===== src/rtl/hi_lo_unit.sv =====
// hi_lo_unit: architectural HI/LO register pair with MULT/MADD/MSUB/MTHI/MTLO
// writes, MFHI/MFLO reads, and a one-cycle accumulate pipeline that stalls
// any HI/LO access which would race an in-flight accumulation.
module hi_lo_unit (
    input  logic        Clk,
    input  logic        Reset,
    input  logic        OpValid,
    input  logic [2:0]  HiLoOp,
    input  logic [63:0] ProductIn,
    input  logic [31:0] RsData,
    input  logic        ReadEn,
    input  logic        ReadSel,
    output logic [31:0] ReadData,
    output logic [31:0] Hi,
    output logic [31:0] Lo,
    output logic        Stall,
    output logic        Busy
);

    typedef enum logic {
        IDLE = 1'b0,
        ACC  = 1'b1
    } state_t;

    typedef enum logic [2:0] {
        OP_NOP     = 3'b000,
        OP_WRITE64 = 3'b001,
        OP_MADD    = 3'b010,
        OP_MSUB    = 3'b011,
        OP_MTHI    = 3'b100,
        OP_MTLO    = 3'b101
    } op_t;

    state_t      state;
    state_t      state_next;
    logic [31:0] hi;
    logic [31:0] hi_next;
    logic [31:0] lo;
    logic [31:0] lo_next;
    logic [63:0] acc_prod;
    logic [63:0] acc_prod_next;
    logic        acc_sub;
    logic        acc_sub_next;
    logic        op_active;
    logic        accept;
    logic [63:0] acc_result;

    assign op_active = OpValid && (HiLoOp != OP_NOP) && (HiLoOp <= OP_MTLO);
    assign Busy      = (state == ACC);
    assign Stall     = Busy && (op_active || ReadEn);
    assign accept    = op_active && !Stall;
    assign acc_result = acc_sub ? ({hi, lo} - acc_prod) : ({hi, lo} + acc_prod);
    assign ReadData  = ReadSel ? hi : lo;
    assign Hi        = hi;
    assign Lo        = lo;

    // Next-state and next-register values; any active op in ACC is stalled.
    always_comb begin
        state_next    = state;
        hi_next       = hi;
        lo_next       = lo;
        acc_prod_next = acc_prod;
        acc_sub_next  = acc_sub;
        unique case (state)
            IDLE: begin
                if (accept) begin
                    case (HiLoOp)
                        OP_WRITE64: {hi_next, lo_next} = ProductIn;
                        OP_MADD, OP_MSUB: begin
                            acc_prod_next = ProductIn;
                            acc_sub_next  = (HiLoOp == OP_MSUB);
                            state_next    = ACC;
                        end
                        OP_MTHI: hi_next = RsData;
                        OP_MTLO: lo_next = RsData;
                        default: ;
                    endcase
                end
            end
            ACC: begin
                {hi_next, lo_next} = acc_result;
                state_next         = IDLE;
            end
            default: state_next = IDLE;
        endcase
    end

    // State and register update; synchronous reset discards any pending accumulation.
    always_ff @(posedge Clk) begin
        if (Reset) begin
            state    <= IDLE;
            hi       <= '0;
            lo       <= '0;
            acc_prod <= '0;
            acc_sub  <= 1'b0;
        end else begin
            state    <= state_next;
            hi       <= hi_next;
            lo       <= lo_next;
            acc_prod <= acc_prod_next;
            acc_sub  <= acc_sub_next;
        end
    end

endmodule


===== config.mk =====
export PLATFORM = sky130hd
export DESIGN_NAME = hi_lo_unit
export DESIGN_NICKNAME = d
export VERILOG_FILES = /design/src/rtl/hi_lo_unit.sv
export SDC_FILE = /design/constraint.sdc
export NUM_CORES = 1
export LEC_CHECK = 0
export BUFFER_PORTS_ARGS = -buffer_cell sky130_fd_sc_hd__buf_4
export CAP_MARGIN = 20
export CORE_UTILIZATION = 40
export CTS_CLUSTER_DIAMETER = 120
export CTS_CLUSTER_SIZE = 16
export DETAILED_ROUTE_END_ITERATION = 8
export GPL_ROUTABILITY_DRIVEN = 0
export PLACE_DENSITY_LB_ADDON = 0.12
export SYNTH_ARGS = -nofsm -noshare
export SYNTH_HDL_FRONTEND = slang
export SYNTH_SLANG_ARGS = --single-unit

===== constraint.sdc =====
create_clock -name Clk -period 5.8 [get_ports Clk]
set_clock_uncertainty 0.2 [all_clocks]
set_input_delay 0.58 -clock Clk [delete_from_list [all_inputs] [get_ports Clk]]
set_output_delay 0.58 -clock Clk [all_outputs]
set_load 0.02 [all_outputs]

==> flow_summary.toml, run 1 <==
[status]
outcome = "finished clean"

[floorplanning]
ios = 202
dieArea_um2 = 28380
core_area_um2 = 27100
start_util_pct = 40.90
rows = 60
dieWidth_um = 168.5
fp.dieH_um = 168.5

[sta]
fin_crit_sh_pct = 91.08
max_freq_mhz = 189.3
max_slew_margin_pct = 27.15
finalCriticalPeriod_ns = 5.283
hold_violations = 0
tightest_slew_ns = 1.089
finalSetupTns_ns = 0
hold_ws_ns = 0.1979
setup_violations = 0
rsz0062_at_grt = "no"
slew_viol_final = 0

[route]
drtIter0Drc = 1047
num_vias = 11660
wire_per_inst_um = 21.23
postRouteAntennaNets = 0
drt-pass1-iter-count = 8
viasPerCell = 5.831
finalWirelength_um = 42440
drc = 0

[job]
max_cap_viol_count = 0

[grt]
grt_pass1_wl_um = 64630
grt_pass1_vias = 10970
grt_overflow_total = 0
antenna_found_initial = 0
grt_use_total_pct = 29.64
grt_max_degree = 77

[power]
switching_share_pct = 38.19
seqPwrFrac_pct = 28.1
pwr-share-clk_pct = 32.8
p_per_area_nw_per_um2 = 271.3
switching_power_mw = 1.394
p_comb_share_pct = 39.1
p_total_mw = 3.649
total_leakage_power_nw = 5.652
max-vdd-ir-drop_mv = 0.1574
p_int_mw = 2.256

[synthesis]
synth_top_area_share_pct = 23.48
ys_seq_elements = 130
syn_inst = 1479
syn_avg_cell_area_um2 = 7.495
synthArstFlopShare_pct = 0
syn_area_um2 = 11090
synth_enable_flop_cells = 0
syn_nets = 1648
synth_area_leaders = "dfxtp_1 (23%), a21oi_1 (9.3%), nand2_1 (7.5%)"
synth_area_leader_cell = "dfxtp_1"
yosysUniqueCellTypes = 74
yosys_warnings = 0
synthFlopType = "dfxtp_1"
seq_area_frac_synth_pct = 23.48

[layout]
mostFrequentLayoutCell = "nand2_1"
final_nets = 1781
utilization_pct = 49.64
drive_gt1_share_pct = 19.57
final_cell_mix = "nand2_1 (221), buf_4 (216), a21oi_1 (203)"
syn_to_final_growth_pct = 21.35
fill_cells = 2685

[critical_path]
cp-start-kind = "flip-flop"
path_max_fanout = 10
end_kind = "flip-flop"
cp.arrival_ns = 5.44
worstPathRequired_ns = 5.96
crit_type = "flip-flop to flip-flop"

[clock_tree]
cts_sinks = 130
cts_max_level = 4
clk_latency_ns = 0.44
cts_root_buffer = "clkbuf_16"
numCtsBuffers = 17
cts_hold_buf = 0
clock_path_buffers = 2
tritoncts = "built"
clkTransAtPathRegs_ns = 0.07

[placed_design]
dp_hpwl_um = 32000
io_buffers = 201

[min_path]
holdCritPathClass = "input pin to flip-flop"
==> worst paths after layout <==
path,start,endpoint,cells past startpoint,slack [ns]
max,acc_prod[2],Hi[30],17,0.52
min,ProductIn[54],acc_prod[54],3,0.20
max reg2reg,acc_prod[2],Hi[30],17,0.52
min reg2reg,acc_prod[63],acc_prod[63],2,0.27
==> power groups by stage <==
stage	combinational, mW	sequential [mW]	clock, mW
after floorplan	0.961	1.04	0
after global placement	1.39	1.04	0
after detailed placement	1.39	1.04	0
after CTS	1.40	1.03	1.21
after global routing	1.55	1.03	1.25
final	1.43	1.03	1.20
==> flip-flops by register name, indices dropped and copies added (netlist names) <==
name and cells:
Lo 32, Hi 32, Busy 1, acc_prod 64
acc_sub 1
==> layer usage <==
| layer | GRT usage, % | wire length, um | vias to the layer above |
|---|---|---|---|
| met4 | 14.43 | 1982 | 0 |
| met3 | 3.531 | 2802 | 64 |
| met1 | 40.56 | 19230 | 5463 |
| met2 | 46.15 | 18420 | 523 |
| met5 | 0 | 0 | - |
| li1 | - | - | 5606 |
==> timing repair <==
action,4_1_cts,5_1_grt
hold endpoints to repair,0,0
endpoints found under the setup margin,0,3
resized for setup,0,2
setup buffers,0,0
==> stage by stage <==
stage          setup slack [ns]  area, um2  std cells
6_report                 0.5171      13450       1999
2_1_floorplan             1.278      11090       1479
3_3_place_gp             0.5164      12800       1965
5_1_grt                  0.1618      13450       1997
3_5_place_dp             0.3791      12800       1965
4_1_cts                  0.3514      13440       1997
==> kinds of logic after synthesis <==
kind of cell	count (synthesis)	synth area share [%]
fa+ha+maj	65	7.404
buf+inv	134	4.650
xor+xnor	122	9.707
compound gates	459	26.51
mux	94	8.883
flops	130	23.48
simple gates	475	19.37
==> synthesized netlist by cell type (5+ instances only) <==
master and number:
o21ai_0 52, o22ai_1 12, and2_1 8, inv_1 32, dfxtp_1 130, nor2_1 106
mux2_2 35, o21a_1 9, a31oi_1 21, xor2_1 29, nor2b_1 14, o21bai_1 32
o211ai_1 5, nand4_1 24, clkbuf_1 76, xnor2_1 92, nor4_1 9, and3_1 12
buf_2 6, mux2i_1 59, nand2b_1 7, a311oi_1 5, a221oi_1 26, nor3_1 40
a21oi_1 205, nand2_1 221, buf_1 18, or3_1 5, ha_1 64, a21o_1 29
a211oi_1 16, nand3_1 10
==> area by class of cell <==
cell class                      instances  area [um2]  area share [%]
Antenna cell                            2       5.005         0.03720
Clock buffer                           20       456.7           3.395
Clock inverter                         12       180.2           1.339
Inverter                               32       120.1          0.8929
Multi-Input combinational cell       1215        7996           59.44
Sequential cell                       130        2608           19.38
Tap cell                              372       465.4           3.460
Timing Repair Buffer                  216        1622           12.05
==> worst max-delay path, cell delays in order, from the launching register on <==
cell       delay [ns]
dfxtp_1          0.35
or4_4            0.59
nor3_2           0.34
and3_1           0.44
and3_1           0.36
nand3_1          0.29
nor2_1           0.37
a21oi_1          0.14
xnor2_1          0.14
ha_1             0.41
a21o_1           0.21
a21oi_1          0.23
o21ai_0          0.13
a311oi_1         0.41
nor2_1           0.09
a211oi_1         0.19
o2111ai_1        0.13
a21oi_1          0.16
No activity file was read; power rests on OpenSTA's default activity.
==> run 2, diff against run 1 <==
--- a/config.mk
+++ b/config.mk
@@ -7,12 +7,13 @@
 export LEC_CHECK = 0
 export BUFFER_PORTS_ARGS = -buffer_cell sky130_fd_sc_hd__buf_4
 export CAP_MARGIN = 20
+export CORE_MARGIN = 2
 export CORE_UTILIZATION = 40
-export CTS_CLUSTER_DIAMETER = 120
 export CTS_CLUSTER_SIZE = 16
 export DETAILED_ROUTE_END_ITERATION = 8
 export GPL_ROUTABILITY_DRIVEN = 0
 export PLACE_DENSITY_LB_ADDON = 0.12
+export SLEW_MARGIN = 20
 export SYNTH_ARGS = -nofsm -noshare
 export SYNTH_HDL_FRONTEND = slang
 export SYNTH_SLANG_ARGS = --single-unit
==> flow_summary.toml, run 2 (synthesis results as in run 1) <==
[clock_tree]
cts_max_level = 4
cts_sinks = 130
clkTransAtPathRegs_ns = 0.07
clock_path_buffers = 2
numCtsBuffers = 17
tritoncts = "built"
cts_root_buffer = "clkbuf_16"
clk_latency_ns = 0.44
post_cts_buffers = 0

[sta]
tightest_slew_ns = 1.105
finalSetupTns_ns = 0
slew_viol_final = 0
rsz0062_at_grt = "no"
finalCriticalPeriod_ns = 5.454
max_slew_margin_pct = 26.23
setup_ws_ns = 0.3455
max_freq_mhz = 183.3
setup_violations = 0
fin_crit_sh_pct = 94.04
hold_violations = 0

[grt]
grt_max_degree = 76
grt_overflow_total = 0
grt_use_total_pct = 28.32
grt_pass1_wl_um = 63200
antenna_found_initial = 1
grt_pass1_vias = 10700

[layout]
fill_cells = 2705
drive_gt1_share_pct = 19.59
mostFrequentLayoutCell = "nand2_1"
largest_register_ffs = 64
stdcell_count = 1996
regMostFlops = "acc_prod"
final_nets = 1779
syn_to_final_growth_pct = 20.56
final_cell_mix = "nand2_1 (221), buf_4 (214), a21oi_1 (203)"

[route]
viasPerCell = 5.819
postRouteAntennaNets = 0
finalWirelength_um = 42120
num_vias = 11620
drt-pass1-iter-count = 5
wire_per_inst_um = 21.10
drc = 0
drtIter0Drc = 969

[critical_path]
slowest_stage = "o31ai_1"
max_stage_delay_ns = 0.61
end_kind = "flip-flop"
startpoint = "acc_prod[2]"
worstPathRequired_ns = 5.88
cp.arrival_ns = 5.54
crit_buf_inv = 0
crit_chain = "or4_4, nor3_2, and3_1, and2_1, nor2_1, xnor2_1, ha_1, nand2_1, or4_1, o2bb2ai_1, a21oi_1, o31ai_1, o21ai_0, xor2_1, o22ai_1"
crit_family = "simple AND/OR/NAND/NOR gates"
path_max_fanout = 7
crit_type = "flip-flop to flip-flop"
r2r_start = "acc_prod[2]"
cp-start-kind = "flip-flop"

[power]
p_per_area_nw_per_um2 = 263.8
total_leakage_power_nw = 5.596
max-vdd-ir-drop_mv = 0.1572

[min_path]
holdCritPathClass = "input pin to flip-flop"
holdCritStartpoint = "ProductIn[63]"

[placed_design]
io_buffers = 201
dp_slack_ns = 0.2772
dp_cells = 1963
dp_hpwl_um = 31760

[job]
max_cap_viol_count = 0

[floorplanning]
fp.dieH_um = 170.5
rows = 60
dieArea_um2 = 29060
dieWidth_um = 170.5
ios = 202
core_area_um2 = 27100
start_util_pct = 40.90

[status]
outcome = "finished clean"
[run 2: cell types whose count changed in the layout (fill, tap and decap cells not counted), sizes merged]
cell and delta:
clkinv -1, inv +3, bufinv -3, clkinvlp +3, diode -1, buf -2, clkbuf -2
[run 2: stage by stage]
step	total power, mW	area [um2]	hold slack (ns)	util (%)
floorplan	2.000	11090	0.2481	-
global placement	2.429	12790	0.2587	47.19
CTS	3.512	13360	0.1846	49.28
detailed placement	2.432	12790	0.2620	47.19
finish	3.526	13370	0.1879	49.32
global route	3.696	13360	0.2003	49.31
[run 2: path summary, 6_finish.rpt]
check,to,slack (ns),depth (start not counted)
hold reg to reg,acc_prod[63],0.27,2
setup reg to reg,Hi[26],0.35,15
setup / recovery,Hi[26],0.35,15
hold / removal,acc_prod[63],0.19,3
[run 2: repair_timing]
| item | CTS | global route |
|---|---|---|
| hold buffers | 0 | 0 |
| endpoints found under the setup margin | 0 | 3 |
| resized for setup | 0 | 1 |
[run 2: layer usage]
layer  GRT usage, %  vias to the layer above  wire [um]
met1          38.48                     5392      18820
met2          43.27                      551      17890
met5              0                        -          0
met4          14.46                        0       2164
li1               -                     5599          -
met3          4.535                       73       3246
[run 2: layout make-up]
class                   count  area (um2)  area share (%)
well taps                 372       465.4           3.482
inverters                  32       120.1          0.8987
clock inverters            14       128.9          0.9642
flip-flops and latches    130        2608           19.51
repair buffers            214        1607           12.02
multi-input cells        1215        7995           59.82
clock buffers              18       439.2           3.286
diodes                      1       2.502         0.01872
[run 2: power breakdown]
part | switching (mW) | internal [mW]
logic | 0.848 | 0.570
registers | 0.0854 | 0.940
clock network | 0.477 | 0.605
total | 1.41 | 2.11
[run 2: worst min-delay path, stage by stage]
cell and delay [ns]:
buf_4 0.11, nand2_1 0.05, a21oi_1 0.05
==> run 3, diff against run 2 <==
--- a/config.mk
+++ b/config.mk
@@ -5,9 +5,11 @@
 export SDC_FILE = /design/constraint.sdc
 export NUM_CORES = 1
 export LEC_CHECK = 0
-export BUFFER_PORTS_ARGS = -buffer_cell sky130_fd_sc_hd__buf_4
+export BUFFER_PORTS_ARGS = -buffer_cell sky130_fd_sc_hd__buf_2
 export CAP_MARGIN = 20
-export CORE_MARGIN = 2
+export CELL_PAD_IN_SITES_DETAIL_PLACEMENT = 1
+export CELL_PAD_IN_SITES_GLOBAL_PLACEMENT = 1
+export CORE_MARGIN = 10
 export CORE_UTILIZATION = 40
 export CTS_CLUSTER_SIZE = 16
 export DETAILED_ROUTE_END_ITERATION = 8
==> flow_summary.toml, run 3 (synthesis results as in run 1) <==
[route]
drt-pass1-iter-count = 5
postRouteAntennaNets = 0
wire_per_inst_um = 26.15
num_vias = 12180
routedLengthMet1_um = 22520
drc = 0
viasPerCell = 6.089
wl_met2_um = 22770
wl_met3_um = 4678
dr.max_layer_used = "met5"
drtIter0Drc = 1110
finalWirelength_um = 52300

[min_path]
holdCritPathClass = "input pin to flip-flop"

[grt]
grt_max_degree = 67
grt_pass1_wl_um = 78760
grt_use_total_pct = 28.91
grt_pass1_vias = 12390
antenna_found_initial = 3
grt_overflow_total = 0

[floorplanning]
rows = 60
core_area_um2 = 27100
fp.dieH_um = 186.5
dieArea_um2 = 34770
start_util_pct = 40.90
dieWidth_um = 186.5
ios = 202

[sta]
max_freq_mhz = 180.8
hold_violations = 0
slew_viol_final = 0
fin_crit_sh_pct = 95.39
setup_violations = 0
tightest_slew_ns = 0.8835
max_slew_margin_pct = 41.10
finalCriticalPeriod_ns = 5.533
finalSetupTns_ns = 0
rsz0062_at_grt = "no"
hold_ws_ns = 0.1851

[clock_tree]
numCtsBuffers = 17
clk_latency_ns = 0.45
tritoncts = "built"
cts_sinks = 130
cts_hold_buf = 0
cts_max_level = 4
clkTransAtPathRegs_ns = 0.07
cts_root_buffer = "clkbuf_16"
clock_path_buffers = 2

[layout]
mostFrequentLayoutCell = "nand2_1"
drive_gt1_share_pct = 19.80
largest_register_ffs = 64
regMostFlops = "acc_prod"
final_cell_mix = "nand2_1 (221), a21oi_1 (203), buf_2 (200)"
fill_cells = 3473
final_nets = 1783
syn_to_final_growth_pct = 17.18
utilization_pct = 47.93

[critical_path]
crit_type = "flip-flop to flip-flop"
path_max_fanout = 8
cp.arrival_ns = 5.67
worstPathRequired_ns = 5.94
end_kind = "flip-flop"
cp-start-kind = "flip-flop"

[status]
outcome = "finished clean"

[placed_design]
dp_hpwl_um = 41300
io_buffers = 201

[job]
max_cap_viol_count = 0

[power]
total_leakage_power_nw = 5.566
max-vdd-ir-drop_mv = 0.1894
p_per_area_nw_per_um2 = 287.2
==> run 3: cell count changes in the layout (fill, tap and decap cells not counted), moves of 2 or more <==
cell and delta:
buf_2 +200, buf_4 -196, bufinv_16 +4, inv_6 -4
clkinv_4 +3, clkinvlp_4 -3, clkinv_2 -2
==> run 3: through the flow <==
step	power [mW]	cells	instance area, um2	setup WS (ns)
finish	3.731	2000	12990	0.2675
floorplan	2.000	1479	11090	1.278
CTS	3.712	1998	12970	0.2841
global placement	2.435	1967	12320	0.4163
global route	3.907	1998	12990	0.02320
detailed placement	2.454	1967	12320	0.3569
==> run 3: worst paths after layout <==
path                       from            to  slack [ns]  depth (start not counted)
setup reg to reg    acc_prod[7]        Hi[31]        0.27                         16
hold / removal    ProductIn[21]  acc_prod[21]        0.19                          3
setup / recovery    acc_prod[7]        Hi[31]        0.27                         16
hold reg to reg    acc_prod[63]  acc_prod[63]        0.28                          2
==> run 3: layout make-up <==
class / count / area, um2 / share of cell area (%)
Antenna cell: 2 / 5.005 / 0.03853
Clock buffer: 19 / 442.9 / 3.410
Clock inverter: 12 / 207.7 / 1.599
Inverter: 32 / 120.1 / 0.9247
Multi-Input combinational cell: 1215 / 8005 / 61.63
Sequential cell: 130 / 2608 / 20.07
Tap cell: 372 / 465.4 / 3.583
Timing Repair Buffer: 218 / 1136 / 8.746
==> run 3: what timing repair did <==
item / 4_1_cts / 5_1_grt
buffers inserted: 0 / 0
resized for setup: 0 / 2
endpoints found under the setup margin: 0 / 1
==> run 3: layer usage <==
metal | GRT usage [%] | up-vias
met2 | 44.40 | 478
met4 | 12.59 | 2
met5 | 0 | -
li1 | - | 5606
met1 | 37.39 | 6010
met3 | 7.430 | 81
==> run 3: worst max-delay path, cell delays in order, from the launching register on <==
cell,delay [ns]
dfxtp_1,0.37
or4_4,0.56
nor3_1,0.34
and3_1,0.46
a31oi_1,0.17
xnor2_1,0.16
ha_1,0.47
nand4_1,0.17
nor2_1,0.27
nand2_1,0.11
o211ai_1,0.19
a31oi_4,0.12
o41ai_4,0.44
a31oi_2,0.29
o41ai_2,0.58
xnor2_2,0.19
a211oi_2,0.31
==> run 3: where the power goes <==
group          internal, mW  switching (mW)
Combinational         0.530           0.906
Clock                 0.775           0.478
Sequential            0.940           0.101
